### src/rtl/chaos_loader_pkg.sv
// Shared definitions for the chaos automaton configuration-chain loader.
// The optional feature macro CHAOS_LOADER_READBACK_EN is consumed by chaos_loader_ctrl.
package chaos_loader_pkg;

    localparam logic [1:0] OP_READ   = 2'b00;
    localparam logic [1:0] OP_WRITE  = 2'b01;
    localparam logic [1:0] OP_FINISH = 2'b10;

    typedef enum logic [2:0] {
        ST_IDLE,
        ST_SEEK,
        ST_XFER,
        ST_RESTORE,
        ST_LATCH
    } state_e;

    // Operand width for modsub; callers zero-extend cell indices into it.
    localparam int unsigned MODSUB_W = 16;

    // (a - b) mod n for a, b < n: one extra bit catches the borrow, then a
    // conditional add of n folds a negative difference back into range.
    function automatic logic [MODSUB_W-1:0] modsub(
        input logic [MODSUB_W-1:0] a,
        input logic [MODSUB_W-1:0] b,
        input logic [MODSUB_W-1:0] n
    );
        logic [MODSUB_W:0] diff;
        diff = {1'b0, a} - {1'b0, b};
        if (diff[MODSUB_W]) begin
            diff = diff + {1'b0, n};
        end
        return diff[MODSUB_W-1:0];
    endfunction

endpackage

### src/rtl/chaos_loader_ctrl_if.sv
// Command/response handshake bundle between the register front-end and the loader.
interface chaos_loader_ctrl_if #(
    parameter int unsigned ADDRW    = 9,
    parameter int unsigned CELLBITS = 32
) ();

    logic                cmd_valid;
    logic                cmd_ready;
    logic [1:0]          cmd_op;
    logic [ADDRW-1:0]    cmd_addr;
    logic [CELLBITS-1:0] cmd_data;
    logic                rsp_valid;
    logic                rsp_ready;
    logic [CELLBITS-1:0] rsp_data;
    logic                rsp_err;

    modport master (
        output cmd_valid, cmd_op, cmd_addr, cmd_data, rsp_ready,
        input  cmd_ready, rsp_valid, rsp_data, rsp_err
    );

    modport slave (
        input  cmd_valid, cmd_op, cmd_addr, cmd_data, rsp_ready,
        output cmd_ready, rsp_valid, rsp_data, rsp_err
    );

endinterface

### src/rtl/chaos_loader_cnt.sv
// Loadable down-counter for chain shift lengths; tc flags the final shift (count == 1).
module chaos_loader_cnt #(
    parameter int unsigned W = 8
) (
    input  logic         clk,
    input  logic         rst,
    input  logic         load,
    input  logic [W-1:0] load_val,
    input  logic         dec,
    output logic         tc
);

    logic [W-1:0] count_q;
    logic [W-1:0] count_d;

    // Load has priority over decrement; the count saturates at zero.
    always_comb begin
        count_d = count_q;
        if (load) begin
            count_d = load_val;
        end else if (dec && (count_q != '0)) begin
            count_d = count_q - W'(1);
        end
    end

    // Count register.
    always_ff @(posedge clk) begin
        if (rst) begin
            count_q <= '0;
        end else begin
            count_q <= count_d;
        end
    end

    assign tc = (count_q == W'(1));

endmodule

### src/rtl/chaos_loader_ctrl.sv
// Sequencer for the chaos automaton's closed-loop configuration chain: seeks,
// transfers and restores by rotating the chain, tracking the rotation offset.
// Optional macro CHAOS_LOADER_READBACK_EN: WRITE also returns the old cell value.
module chaos_loader_ctrl
    import chaos_loader_pkg::*;
#(
    parameter int unsigned NCELLS   = 400,
    parameter int unsigned CELLBITS = 32,
    parameter int unsigned ADDRW    = 9
) (
    input  logic                 wb_clk_i,
    input  logic                 wb_rst_i,
    chaos_loader_ctrl_if.slave   bus,
    output logic                 busy,
    output logic [ADDRW-1:0]     offset,
    output logic                 shift_en,
    output logic                 shift_out,
    input  logic                 shift_in,
    output logic                 latch
);

    localparam int unsigned CNTW = $clog2(NCELLS * CELLBITS + 1);
    localparam logic [ADDRW:0]   NCELLS_W = (ADDRW + 1)'(NCELLS);
    localparam logic [ADDRW-1:0] LAST_CELL = ADDRW'(NCELLS - 1);

    state_e              state_q, state_d;
    logic [ADDRW-1:0]    offset_q, offset_d;
    logic [1:0]          op_q, op_d;
    logic [ADDRW-1:0]    addr_q, addr_d;
    logic [CELLBITS-1:0] wdata_q, wdata_d;
    logic [CELLBITS-1:0] rdata_q, rdata_d;
    logic                rsp_valid_q, rsp_valid_d;
    logic [CELLBITS-1:0] rsp_data_q, rsp_data_d;
    logic                rsp_err_q, rsp_err_d;

    logic                cnt_load;
    logic [CNTW-1:0]     cnt_load_val;
    logic                cnt_dec;
    logic                cnt_tc;

    logic                cmd_ready;
    logic                accept;
    logic                addr_ok;
    logic [ADDRW-1:0]    seek_k;
    logic [ADDRW-1:0]    restore_k;
    logic [ADDRW-1:0]    next_off;
    logic                xfer_rsp;

    chaos_loader_cnt #(
        .W(CNTW)
    ) u_cnt (
        .clk      (wb_clk_i),
        .rst      (wb_rst_i),
        .load     (cnt_load),
        .load_val (cnt_load_val),
        .dec      (cnt_dec),
        .tc       (cnt_tc)
    );

    assign cmd_ready = (state_q == ST_IDLE) && !rsp_valid_q;
    assign accept    = bus.cmd_valid && cmd_ready;
    assign addr_ok   = ({1'b0, bus.cmd_addr} < NCELLS_W);
    assign seek_k    = ADDRW'(modsub(MODSUB_W'(bus.cmd_addr), MODSUB_W'(offset_q), MODSUB_W'(NCELLS)));
    assign restore_k = ADDRW'(modsub('0, MODSUB_W'(offset_q), MODSUB_W'(NCELLS)));
    assign next_off  = (addr_q == LAST_CELL) ? '0 : addr_q + ADDRW'(1);

`ifdef CHAOS_LOADER_READBACK_EN
    assign xfer_rsp = (op_q == OP_READ) || (op_q == OP_WRITE);
`else
    assign xfer_rsp = (op_q == OP_READ);
`endif

    // Next-state, counter control, chain drive and response bookkeeping.
    always_comb begin
        state_d      = state_q;
        offset_d     = offset_q;
        op_d         = op_q;
        addr_d       = addr_q;
        wdata_d      = wdata_q;
        rdata_d      = rdata_q;
        rsp_valid_d  = rsp_valid_q;
        rsp_data_d   = rsp_data_q;
        rsp_err_d    = rsp_err_q;
        cnt_load     = 1'b0;
        cnt_load_val = '0;
        cnt_dec      = 1'b0;
        shift_en     = 1'b0;
        shift_out    = 1'b0;
        latch        = 1'b0;

        if (rsp_valid_q && bus.rsp_ready) begin
            rsp_valid_d = 1'b0;
        end

        case (state_q)
            ST_IDLE: begin
                if (accept) begin
                    op_d    = bus.cmd_op;
                    addr_d  = bus.cmd_addr;
                    wdata_d = bus.cmd_data;
                    case (bus.cmd_op)
                        OP_READ, OP_WRITE: begin
                            if (!addr_ok) begin
                                rsp_valid_d = 1'b1;
                                rsp_err_d   = 1'b1;
                                rsp_data_d  = '0;
                            end else if (seek_k != '0) begin
                                state_d      = ST_SEEK;
                                cnt_load     = 1'b1;
                                cnt_load_val = CNTW'(seek_k) * CNTW'(CELLBITS);
                            end else begin
                                state_d      = ST_XFER;
                                cnt_load     = 1'b1;
                                cnt_load_val = CNTW'(CELLBITS);
                            end
                        end
                        OP_FINISH: begin
                            if (restore_k != '0) begin
                                state_d      = ST_RESTORE;
                                cnt_load     = 1'b1;
                                cnt_load_val = CNTW'(restore_k) * CNTW'(CELLBITS);
                            end else begin
                                state_d = ST_LATCH;
                            end
                        end
                        default: ;
                    endcase
                end
            end

            ST_SEEK: begin
                shift_en  = 1'b1;
                shift_out = shift_in;
                cnt_dec   = 1'b1;
                if (cnt_tc) begin
                    // Target cell is now at the chain tail.
                    state_d      = ST_XFER;
                    offset_d     = addr_q;
                    cnt_load     = 1'b1;
                    cnt_load_val = CNTW'(CELLBITS);
                end
            end

            ST_XFER: begin
                shift_en = 1'b1;
                cnt_dec  = 1'b1;
                rdata_d  = {rdata_q[CELLBITS-2:0], shift_in};
                if (op_q == OP_WRITE) begin
                    shift_out = wdata_q[CELLBITS-1];
                    wdata_d   = {wdata_q[CELLBITS-2:0], 1'b0};
                end else begin
                    shift_out = shift_in;
                end
                if (cnt_tc) begin
                    state_d  = ST_IDLE;
                    offset_d = next_off;
                    if (xfer_rsp) begin
                        rsp_valid_d = 1'b1;
                        rsp_err_d   = 1'b0;
                        rsp_data_d  = rdata_d;
                    end
                end
            end

            ST_RESTORE: begin
                shift_en  = 1'b1;
                shift_out = shift_in;
                cnt_dec   = 1'b1;
                if (cnt_tc) begin
                    state_d = ST_LATCH;
                end
            end

            ST_LATCH: begin
                latch    = 1'b1;
                offset_d = '0;
                state_d  = ST_IDLE;
            end

            default: begin
                state_d = ST_IDLE;
            end
        endcase
    end

    // State and datapath registers; reset drops any pending response.
    always_ff @(posedge wb_clk_i) begin
        if (wb_rst_i) begin
            state_q     <= ST_IDLE;
            offset_q    <= '0;
            op_q        <= '0;
            addr_q      <= '0;
            wdata_q     <= '0;
            rdata_q     <= '0;
            rsp_valid_q <= 1'b0;
            rsp_data_q  <= '0;
            rsp_err_q   <= 1'b0;
        end else begin
            state_q     <= state_d;
            offset_q    <= offset_d;
            op_q        <= op_d;
            addr_q      <= addr_d;
            wdata_q     <= wdata_d;
            rdata_q     <= rdata_d;
            rsp_valid_q <= rsp_valid_d;
            rsp_data_q  <= rsp_data_d;
            rsp_err_q   <= rsp_err_d;
        end
    end

    assign bus.cmd_ready = cmd_ready;
    assign bus.rsp_valid = rsp_valid_q;
    assign bus.rsp_data  = rsp_data_q;
    assign bus.rsp_err   = rsp_err_q;
    assign busy          = (state_q != ST_IDLE);
    assign offset        = offset_q;

endmodule

### src/flat_wrapper.sv
// flat-port wrapper written by rule: the top's interface ports become plain ports
module chaos_loader_ctrl_flat import chaos_loader_pkg::*;
#(
    parameter int unsigned NCELLS   = 400,
    parameter int unsigned CELLBITS = 32,
    parameter int unsigned ADDRW    = 9
)
  (wb_clk_i, wb_rst_i, busy, offset, shift_en, shift_out, shift_in, latch, bus_cmd_valid, bus_cmd_op, bus_cmd_addr, bus_cmd_data, bus_rsp_ready, bus_cmd_ready, bus_rsp_valid, bus_rsp_data, bus_rsp_err);
  chaos_loader_ctrl_if #(.ADDRW(ADDRW), .CELLBITS(CELLBITS)) bus_i ();
  input  logic wb_clk_i;
  input  logic wb_rst_i;
  output logic busy;
  output logic [ADDRW-1:0] offset;
  output logic shift_en;
  output logic shift_out;
  input  logic shift_in;
  output logic latch;
  input wire logic [$bits(bus_i.cmd_valid)-1:0] bus_cmd_valid;
  input wire logic [$bits(bus_i.cmd_op)-1:0] bus_cmd_op;
  input wire logic [$bits(bus_i.cmd_addr)-1:0] bus_cmd_addr;
  input wire logic [$bits(bus_i.cmd_data)-1:0] bus_cmd_data;
  input wire logic [$bits(bus_i.rsp_ready)-1:0] bus_rsp_ready;
  output wire logic [$bits(bus_i.cmd_ready)-1:0] bus_cmd_ready;
  output wire logic [$bits(bus_i.rsp_valid)-1:0] bus_rsp_valid;
  output wire logic [$bits(bus_i.rsp_data)-1:0] bus_rsp_data;
  output wire logic [$bits(bus_i.rsp_err)-1:0] bus_rsp_err;
  assign bus_i.cmd_valid = bus_cmd_valid;
  assign bus_i.cmd_op = bus_cmd_op;
  assign bus_i.cmd_addr = bus_cmd_addr;
  assign bus_i.cmd_data = bus_cmd_data;
  assign bus_i.rsp_ready = bus_rsp_ready;
  assign bus_cmd_ready = bus_i.cmd_ready;
  assign bus_rsp_valid = bus_i.rsp_valid;
  assign bus_rsp_data = bus_i.rsp_data;
  assign bus_rsp_err = bus_i.rsp_err;
  chaos_loader_ctrl #(.NCELLS(NCELLS), .CELLBITS(CELLBITS), .ADDRW(ADDRW)) u_core (.wb_clk_i(wb_clk_i), .wb_rst_i(wb_rst_i), .bus(bus_i), .busy(busy), .offset(offset), .shift_en(shift_en), .shift_out(shift_out), .shift_in(shift_in), .latch(latch));
endmodule
### config.mk
export PLATFORM = sky130hd
export DESIGN_NAME = chaos_loader_ctrl_flat
export DESIGN_NICKNAME = d
export VERILOG_FILES = /design/src/rtl/chaos_loader_pkg.sv /design/src/rtl/chaos_loader_ctrl_if.sv /design/src/rtl/chaos_loader_cnt.sv /design/src/rtl/chaos_loader_ctrl.sv /design/src/flat_wrapper.sv
export SDC_FILE = /design/constraint.sdc
export NUM_CORES = 1
export LEC_CHECK = 0
export ABC_AREA = 1
export BUFFER_PORTS_ARGS = -buffer_cell sky130_fd_sc_hd__clkbuf_2
export CAP_MARGIN = 20
export CORE_ASPECT_RATIO = 0.9
export CORE_MARGIN = 2
export CORE_UTILIZATION = 49
export DETAILED_ROUTE_END_ITERATION = 8
export GPL_TIMING_DRIVEN = 0
export PLACE_DENSITY = 0.67
export SLEW_MARGIN = 20
export SYNTH_ARGS = -nofsm -noshare
export SYNTH_HDL_FRONTEND = slang
export SYNTH_SLANG_ARGS = --single-unit
### constraint.sdc
create_clock -name wb_clk_i -period 2.9 [get_ports wb_clk_i]
set_input_delay 0 -clock wb_clk_i [delete_from_list [all_inputs] [get_ports wb_clk_i]]
set_output_delay 0 -clock wb_clk_i [all_outputs]
set_load 0.02 [all_outputs]
==> results.ini, run 1 <==
[yosys]
yosys_warnings = 0
synth_area_per_cell_um2 = 7.02
async_reset_ff_share_pct = 0
synth_compound_area_share_pct = 20.9
yosys.area_share.simple_pct = 25.1
yosysMostFrequentCell = nand2_1
synth.area.mux_share_pct = 0
synth_cell_types = 43
synth_edf_count = 0
synth_common_cells = 254 x nand2_1, 134 x dfxtp_1, 101 x a21oi_1, 88 x o21ai_0, 85 x inv_1
netlist_area_mm2 = 0.00665
synth_top_area_share_pct = 40.3
synth_cells = 947
ys.flop_type = dfxtp_1
yosys.area.top_type = dfxtp_1
ys_seq_area_share_pct = 40.3
synth_adder_area_share_pct = 3.12
synthTopCellsByArea = dfxtp_1 40%, nand2_1 14%, a21oi_1 7.6%
synth_xor_area_share_pct = 2.62
synth_top_family_by_area = simple AND/OR/NAND/NOR gates
synth_seq_cells = 134
syn_nets = 1011

[pwr]
p_per_area_mw_per_mm2 = 858
ir_drop_uv = 456
power.leakage_nw = 3.76

[sta]
hold_violations = 0
finalSetupViolCount = 0
layout_min_cycle_time_ns = 2.63
relSlewSlack_pct = 59.8
period_share_pct = 90.7
max_freq_ghz = 0.380
final-max-slew-violation-count = 0
final.setup.tns_ns = 0
skew_ns = 0.00817
rsz0062_at_grt = no
worst-slew-pin-transition_ns = 0.603

[clock_tree]
cts_buffer_depth = 2
cts.clk_slew.worst_paths_ns = 0.06
clock_sinks = 134
cts_max_level = 4
numCtsBuffers = 17
clkLatencyLatePin_ns = 0.42
clockRootBuffer = clkbuf_16
post_cts_buffers = 0
cts_tree = yes

[setup_path]
cpMostUsedCell = nand2_1
critPathTopFamily = simple AND/OR/NAND/NOR gates
critPathMaxStageDelay_ns = 0.44
cp-end-kind = flop
arrival_ns = 2.98
path_cells = inv_1 -> ha_1 -> nand3_1 -> nand2_1 -> nand2_1 -> inv_2 -> ha_1 -> nand2_1 -> nand3b_1 -> nor2_2 -> nand4_4 -> nor2_4 -> nor2_2 -> nor2_8 -> nand2_2 -> a21oi_2
r2r_slack_ns = 0.27
ff2ff_path_depth = 16
cp_data_required_time_ns = 3.25
worst-path-buf-inv = 2
worstSetupPathType = flop to flop
cp.depth = 16
cp_max_fo = 9
slowest_stage = dfxtp_1
cp-start-kind = flop

[detailed_routing]
drt-initial-drc-count = 426
finalWirelength_um = 18100
firstDrtPassIters = 5
wl_per_cell_um = 14.1
viasPerCell = 5.34
ant_nets = 0
num_vias = 6866
drc = 0

[floorplanning]
dieHeight_um = 115
initial_utilization_pct = 49.9
rows = 40
ioPinCount = 96
core-area_mm2 = 0.0133
dieArea_mm2 = 0.0145
fp.dieW_um = 127

[finish]
final_core_util_pct = 63.3
antenna_cells = 0
syn_to_final_growth_pct = 26.6
layout-drive-gt1-share_pct = 15.4
nNetsFinal = 1169

[place]
hpwl_um = 12900
place_congestion = 0.874
port_buffers = 94

[global_routing]
grt_pass1_vias = 6174
grt_overflow = 0
grt_pass1_wl_um = 29900
grt_max_degree = 17
grtUsageTotal_pct = 25.4
grt_antenna_before_repair = 0

[hold_path]
hold_path_depth = 2
hp-class = primary input to flop

[run_status]
status = complete, no violations

[run]
maxCapViolations = 0

registers in the layout, indices dropped and copies added, names as in the netlist:
signal,count
u_core.wdata_q,32
u_core.addr_q,9
u_core.rdata_q,31
u_core.state_q,3
u_core.op_q,2
u_core.u_cnt.count_q,14
u_core.bus.rsp_err,1
u_core.bus.rsp_valid,1
u_core.offset,9
u_core.bus.rsp_data,32
placed cells by master (no fill, tap or decap), types with 6 or more instances in the layout:
| cell type | instances |
|---|---|
| dlygate4sd3_1 | 45 |
| nor2_1 | 49 |
| clkbuf_1 | 35 |
| buf_2 | 8 |
| o22ai_1 | 6 |
| nand3_1 | 34 |
| o21ai_0 | 88 |
| dfxtp_1 | 130 |
| nand2_1 | 254 |
| ha_1 | 14 |
| clkbuf_2 | 94 |
| inv_1 | 84 |
| clkbuf_16 | 17 |
| nand4_1 | 19 |
| o21ai_1 | 10 |
| nor3_1 | 9 |
| xor2_1 | 15 |
| a21oi_1 | 101 |
| nor2_2 | 8 |
| a31oi_1 | 31 |
| inv_2 | 7 |
cell type report:
type / count / area (um^2)
inverter: 92 / 345
buffer: 45 / 179
multi-input combinational: 676 / 3470
clock inverter: 14 / 164
timing repair buffer: 139 / 921
clock buffer: 18 / 439
tap: 168 / 210
fill: 1271 / 4890
sequential: 134 / 2690
logic make-up (layout without fill, tap and decap cells):
family | count (synthesis) | in the layout
AOI/OAI and AO/OA | 254 | 254
adders and majority gates | 16 | 16
DFF | 134 | 134
and+or+nand+nor | 387 | 387
xor gates and xnor gates | 19 | 19
buffers and inverters | 137 | 308
power breakdown:
part	internal, mW	total [mW]	switching [mW]
logic	0.963	2.75	1.78
registers	2.08	2.28	0.204
clock network	1.32	2.20	0.881
per-stage QoR:
step / power, mW / cell area [um^2] / hold WS (ns) / worst slack, ns / std cells
final: 7.23 / 8420 / 0.0781 / 0.271 / 1286
after global routing: 7.74 / 8420 / 0.103 / 0.0186 / 1286
after detailed placement: 4.96 / 7330 / 0.243 / 0.124 / 1209
after floorplan: 4.33 / 6650 / 0.149 / 0.302 / 947
after CTS: 7.20 / 8380 / 0.0533 / 0.0995 / 1286
after global placement: 4.93 / 7330 / 0.242 / 0.134 / 1209
final timing paths:
check                      from                       to
min reg2reg  u_core.rdata_q[22]       u_core.rdata_q[22]
max            u_core.offset[1]  u_core.u_cnt.count_q[0]
max reg2reg    u_core.offset[1]  u_core.u_cnt.count_q[0]
min                    wb_rst_i         u_core.offset[6]
per-layer routing:
metal | share of wire [%] | global-route usage [%] | wire (um)
met5 | 0 | 0 | 0
met4 | 1.5 | 6.96 | 275
met3 | 6.0 | 5.89 | 1080
met2 | 46 | 41.5 | 8250
met1 | 47 | 34.0 | 8480
timing repair:
action,CTS,global route
hold endpoints to repair,47,0
hold buffers,45,0
gates resized for setup,0,11
endpoints found under the setup margin,0,14
Note: power is estimated with default switching activity, not from simulation.
==> inputs of run 2 (changes only) <==
- BUFFER_PORTS_ARGS: -buffer_cell sky130_fd_sc_hd__clkbuf_2 -> -buffer_cell sky130_fd_sc_hd__buf_4
- RECOVER_POWER: unset -> 50
- SYNTH_HIERARCHICAL: unset -> 1
==> results.ini, run 2 <==
[run_status]
status = complete, no violations

[yosys]
netlist_area_mm2 = 0.00698
async_reset_ff_share_pct = 0
synth_top_area_share_pct = 38.4
synth_common_cells = 281 x nand2_1, 134 x dfxtp_1, 93 x a21oi_1, 84 x nor2_1, 80 x inv_1
ys_seq_area_share_pct = 38.4
yosysMostFrequentCell = nand2_1
yosys_warnings = 6
ys.flop_type = dfxtp_1
synth_cells = 999
synth_area_per_cell_um2 = 6.98
yosys.area.top_type = dfxtp_1
synth_edf_count = 0
synth_seq_cells = 134
synthTopCellsByArea = dfxtp_1 38%, nand2_1 15%, a21oi_1 6.7%
synth_cell_types = 48

[global_routing]
grt_max_degree = 17
grt_antenna_before_repair = 0
grtUsageTotal_pct = 26.7
grt_pass1_wl_um = 32100
grt_pass1_vias = 6799
grt_overflow = 0

[finish]
layout.cells.non_filler = 1377
final_cell_mix = 274 x nand2_1, 129 x dfxtp_1, 90 x a21oi_1, 81 x nor2_1
layout-drive-gt1-share_pct = 17.7
syn_to_final_growth_pct = 32.7
nNetsFinal = 1235
final_core_util_pct = 66.4
antenna_cells = 0
final_common_cell = nand2_1
fin_area_mm2 = 0.00926

[detailed_routing]
drc = 0
wl_per_cell_um = 14.4
num_vias = 7213
viasPerCell = 5.24
finalWirelength_um = 19800
ant_nets = 0
firstDrtPassIters = 5
drt-initial-drc-count = 519

[hold_path]
hp-class = primary input to flop

[sta]
hold_violations = 0
max_freq_ghz = 0.354
layout_min_cycle_time_ns = 2.83
period_share_pct = 97.4
final-max-slew-violation-count = 0
relSlewSlack_pct = 44.3
skew_ns = 0.0118
rsz0062_at_grt = yes
worst-slew-pin-transition_ns = 0.826
finalSetupViolCount = 0

[setup_path]
worstSetupPathType = flop to flop
cp-end-kind = flop
cp_max_fo = 10
cp-start-kind = flop
cp_data_required_time_ns = 3.24
arrival_ns = 3.17

[floorplanning]
ioPinCount = 96
dieHeight_um = 117
fp.dieW_um = 130
rows = 41
initial_utilization_pct = 50.0
dieArea_mm2 = 0.0152
core-area_mm2 = 0.0140

[clock_tree]
cts.clk_slew.worst_paths_ns = 0.06
cts_buffer_depth = 2
clkLatencyLatePin_ns = 0.41
numCtsBuffers = 17
clock_sinks = 134
cts_max_level = 4
clockRootBuffer = clkbuf_16
cts_tree = yes

[place]
dp.cells = 1291
place_congestion = 0.893
port_buffers = 95
dpl_cell_area_mm2 = 0.00795
hpwl_um = 13900

[pwr]
ir_drop_uv = 547
power.leakage_nw = 3.96
p_per_area_mw_per_mm2 = 1060
power.total_mw = 9.78

[run]
maxCapViolations = 0

## run 2: changes by cell type after synthesis, sizes merged, moves of 3 or more
cell	previous run	this run
nor2	62	105
nand2	257	287
o21ai	98	79
a211oi	4	19
a21oi	103	93
nand4	20	11
inv	91	83
nand3	35	42
xor2	17	11
o22ai	6	2
or2	1	4
## run 2: report_power, final
group          internal [mW]  switching [mW]  total (mW)
clock                   1.64           0.879        2.52
sequential              2.31           0.357        2.67
combinational           1.68            2.92        4.60
## run 2: critical path, stage by stage, from the launching register on
cell and delay, ns:
dfxtp_4 0.37, inv_4 0.08, ha_1 0.15, inv_2 0.05
nor2_4 0.14, nand2_2 0.08, nand2_1 0.07, nand2_2 0.07
inv_1 0.07, ha_1 0.19, nand3_2 0.09, nand3_1 0.08
nand2_1 0.07, nand2_2 0.09, nand4_1 0.19, nand2_1 0.16
nand2_2 0.06, nand2_1 0.08, nand2_2 0.10, buf_4 0.19
a21oi_1 0.15, o21ai_2 0.08, a21oi_1 0.14
## run 2: layer usage
metal | wire length [um] | up-vias | GRT usage [%]
li1 | - | 3659 | -
met1 | 9120 | 3345 | 33.9
met2 | 9570 | 187 | 46.2
met3 | 818 | 22 | 5.41
met4 | 290 | 0 | 7.60
met5 | 0 | - | 0
## run 2: what timing repair did
action | CTS | global route
endpoints found under the setup margin | 14 | 16
buffers inserted | 0 | 7
hold buffers | 46 | 0
gates cloned | 0 | 1
pin swaps | 1 | 10
hold endpoints to repair | 51 | 0
gates resized for setup | 16 | 51
## run 2: kinds of logic after synthesis
family          after synthesis  synth area share, %
xor+xnor                     14                 1.76
fa+ha+maj                    16                 2.98
simple gates                467                 29.0
other cells                   1               0.0537
compound gates              236                 20.0
buf+inv                     131                 7.78
flops                       134                 38.4
## run 2: final timing paths
| kind | startpoint | end | slack (ns) | cells after the start |
|---|---|---|---|---|
| max | u_core/offset[0] | u_core/u_cnt/count_q[2] | 0.07 | 22 |
| min | bus_cmd_valid | u_core/addr_q[4] | 0.06 | 5 |
| max reg2reg | u_core/offset[0] | u_core/u_cnt/count_q[2] | 0.07 | 22 |
| min reg2reg | u_core/rdata_q[21] | u_core/rdata_q[21] | 0.46 | 2 |
## run 2: cell type report
class / count / area [um^2]
Buffer: 47 / 251
Clock buffer: 17 / 425
Clock inverter: 15 / 265
Fill cell: 1293 / 4690
Inverter: 84 / 324
Multi-Input combinational cell: 738 / 3920
Sequential cell: 134 / 2700
Tap cell: 193 / 241
Timing Repair Buffer: 149 / 1130
## run 2: metrics by stage
stage	hold WS, ns	setup TNS, ns	setup slack [ns]
after floorplan	0.0691	0	0.0273
after global placement	0.233	-4.90	-0.480
after detailed placement	0.233	-5.30	-0.527
after CTS	0.0352	0	0.00275
after global routing	0.0895	-0.344	-0.0466
final	0.0558	0	0.0750
==> inputs of run 3 (changes only) <==
- CTS_BUF_LIST: unset -> sky130_fd_sc_hd__clkbuf_2
- clock period: 2.9 -> 3.4 ns (I/O delays scaled with it)
==> results.ini, run 3 (same netlist as run 2, synthesis figures left out) <==
[run_status]
status = complete, no violations

[detailed_routing]
viasPerCell = 5.17
num_vias = 7098
firstDrtPassIters = 5
finalWirelength_um = 19200
drt-initial-drc-count = 549
wl_per_cell_um = 14.0
ant_nets = 0
drc = 0

[floorplanning]
initial_utilization_pct = 50.0
core-area_mm2 = 0.0140
dieHeight_um = 117
rows = 41
dieArea_mm2 = 0.0152
ioPinCount = 96
fp.dieW_um = 130

[sta]
skew_ns = 0.0536
period_share_pct = 90.9
worst-slew-pin-transition_ns = 1.00
max_freq_ghz = 0.324
final-max-slew-violation-count = 0
hold_violations = 0
relSlewSlack_pct = 32.6
layout_min_cycle_time_ns = 3.09
finalSetupViolCount = 0
rsz0062_at_grt = no

[setup_path]
cp-start-kind = flop
worstSetupPathType = flop to flop
arrival_ns = 3.73
cp_data_required_time_ns = 4.04
cp-end-kind = flop
cp_max_fo = 10

[pwr]
power.total_mw = 7.18
p_comb_share_pct = 50.2
p_clk_share_pct = 18.4
switching_share_pct = 46.3
power.switching_mw = 3.33
ir_drop_uv = 449
p_per_area_mw_per_mm2 = 832
power.leakage_nw = 3.70
power_frac_seq_pct = 31.4
p_int_mw = 3.85

[finish]
final_common_cell = nand2_1
nNetsFinal = 1232
antenna_cells = 0
final_cell_mix = 281 x nand2_1, 132 x dfxtp_1, 92 x a21oi_1, 86 x nor2_1
final_core_util_pct = 61.8
nFillCells = 1391
fin_area_mm2 = 0.00862
layout-drive-gt1-share_pct = 12.4
syn_to_final_growth_pct = 23.6

[clock_tree]
cts_buffer_depth = 2
post_cts_buffers = 0
clkLatencyLatePin_ns = 0.72
cts.clk_slew.worst_paths_ns = 0.22
cts_max_level = 4
clock_sinks = 134
clockRootBuffer = clkbuf_2
numCtsBuffers = 17
cts_tree = yes

[global_routing]
grtUsageTotal_pct = 26.2
grt_pass1_wl_um = 31600
grt_overflow = 0
grt_pass1_vias = 6752
grt_antenna_before_repair = 0
grt_max_degree = 17

[place]
place_congestion = 0.893
port_buffers = 95
hpwl_um = 13900
dpl_cell_area_mm2 = 0.00795

[hold_path]
hp-class = primary input to flop

[run]
maxCapViolations = 0

## run 3: final cells by class
cell class                 instances  area (um^2)  share of cell area (%)
tap                              193          241                    2.80
buffer                            47          228                    2.64
clock inverter                    15          265                    3.08
sequential                       134         2690                    31.1
multi-input combinational        738         3740                    43.4
clock buffer                      17         85.1                   0.987
inverter                          84          317                    3.67
timing repair buffer             146         1060                    12.3
## run 3: layer usage
layer / wire [um] / up-vias / track usage [%] / share of wire (%)
li1: - / 3649 / - / -
met1: 8860 / 3234 / 33.6 / 46
met2: 9020 / 184 / 45.1 / 47
met3: 946 / 31 / 4.95 / 4.9
met4: 393 / 0 / 7.60 / 2.0
met5: 0 / - / 0 / 0
## run 3: path summary, 6_finish.rpt
| check | start | end | slack, ns | depth (start not counted) |
|---|---|---|---|---|
| setup / recovery | u_core/offset[0] | u_core/u_cnt/count_q[6] | 0.31 | 23 |
| hold reg to reg | u_core/rdata_q[2] | u_core/rdata_q[3] | 0.46 | 2 |
| setup reg to reg | u_core/offset[0] | u_core/u_cnt/count_q[6] | 0.31 | 23 |
| hold / removal | bus_cmd_data[14] | u_core/wdata_q[14] | 0.10 | 4 |
## run 3: what timing repair did
action | 4_1_cts | 5_1_grt
setup endpoints to repair | 1 | 14
gates resized for setup | 1 | 7
hold endpoints to repair | 68 | 0
hold buffers | 51 | 0
## run 3: power by group through the flow
stage	combinational, mW	clock [mW]	sequential, mW
floorplan	2.55	0	2.39
global placement	3.60	0	2.29
detailed placement	3.65	0	2.28
CTS	3.71	1.34	2.25
global route	4.07	1.41	2.31
finish	3.60	1.32	2.25
## run 3: stage by stage
stage | TNS (ns) | hold WS (ns) | instances | setup slack, ns
after detailed placement | -0.0267 | 0.233 | 1291 | -0.0267
after global placement | 0 | 0.233 | 1291 | 0.0205
after global routing | 0 | 0.0447 | 1374 | 0.00981
final | 0 | 0.104 | 1374 | 0.310
after CTS | 0 | 0.0588 | 1374 | 0.125
after floorplan | 0 | 0.0691 | 1003 | 0.527
## run 3: critical path, cell delays in order (launching register included)
cell and delay, ns:
dfxtp_1 0.44, inv_1 0.13, ha_1 0.21, inv_1 0.08, nor2_2 0.07, nand2_1 0.10
nand2_1 0.05, nand2_1 0.11, inv_1 0.06, ha_1 0.21, nand3_1 0.10, nand3_1 0.08
nand2_1 0.07, nand2_1 0.09, nand4_1 0.16, nand2_1 0.09, nand2_1 0.11, nand2_1 0.07
nand2_1 0.12, clkbuf_1 0.38, nand2_1 0.12, nand2_1 0.09, nand2_1 0.05, a21oi_1 0.10
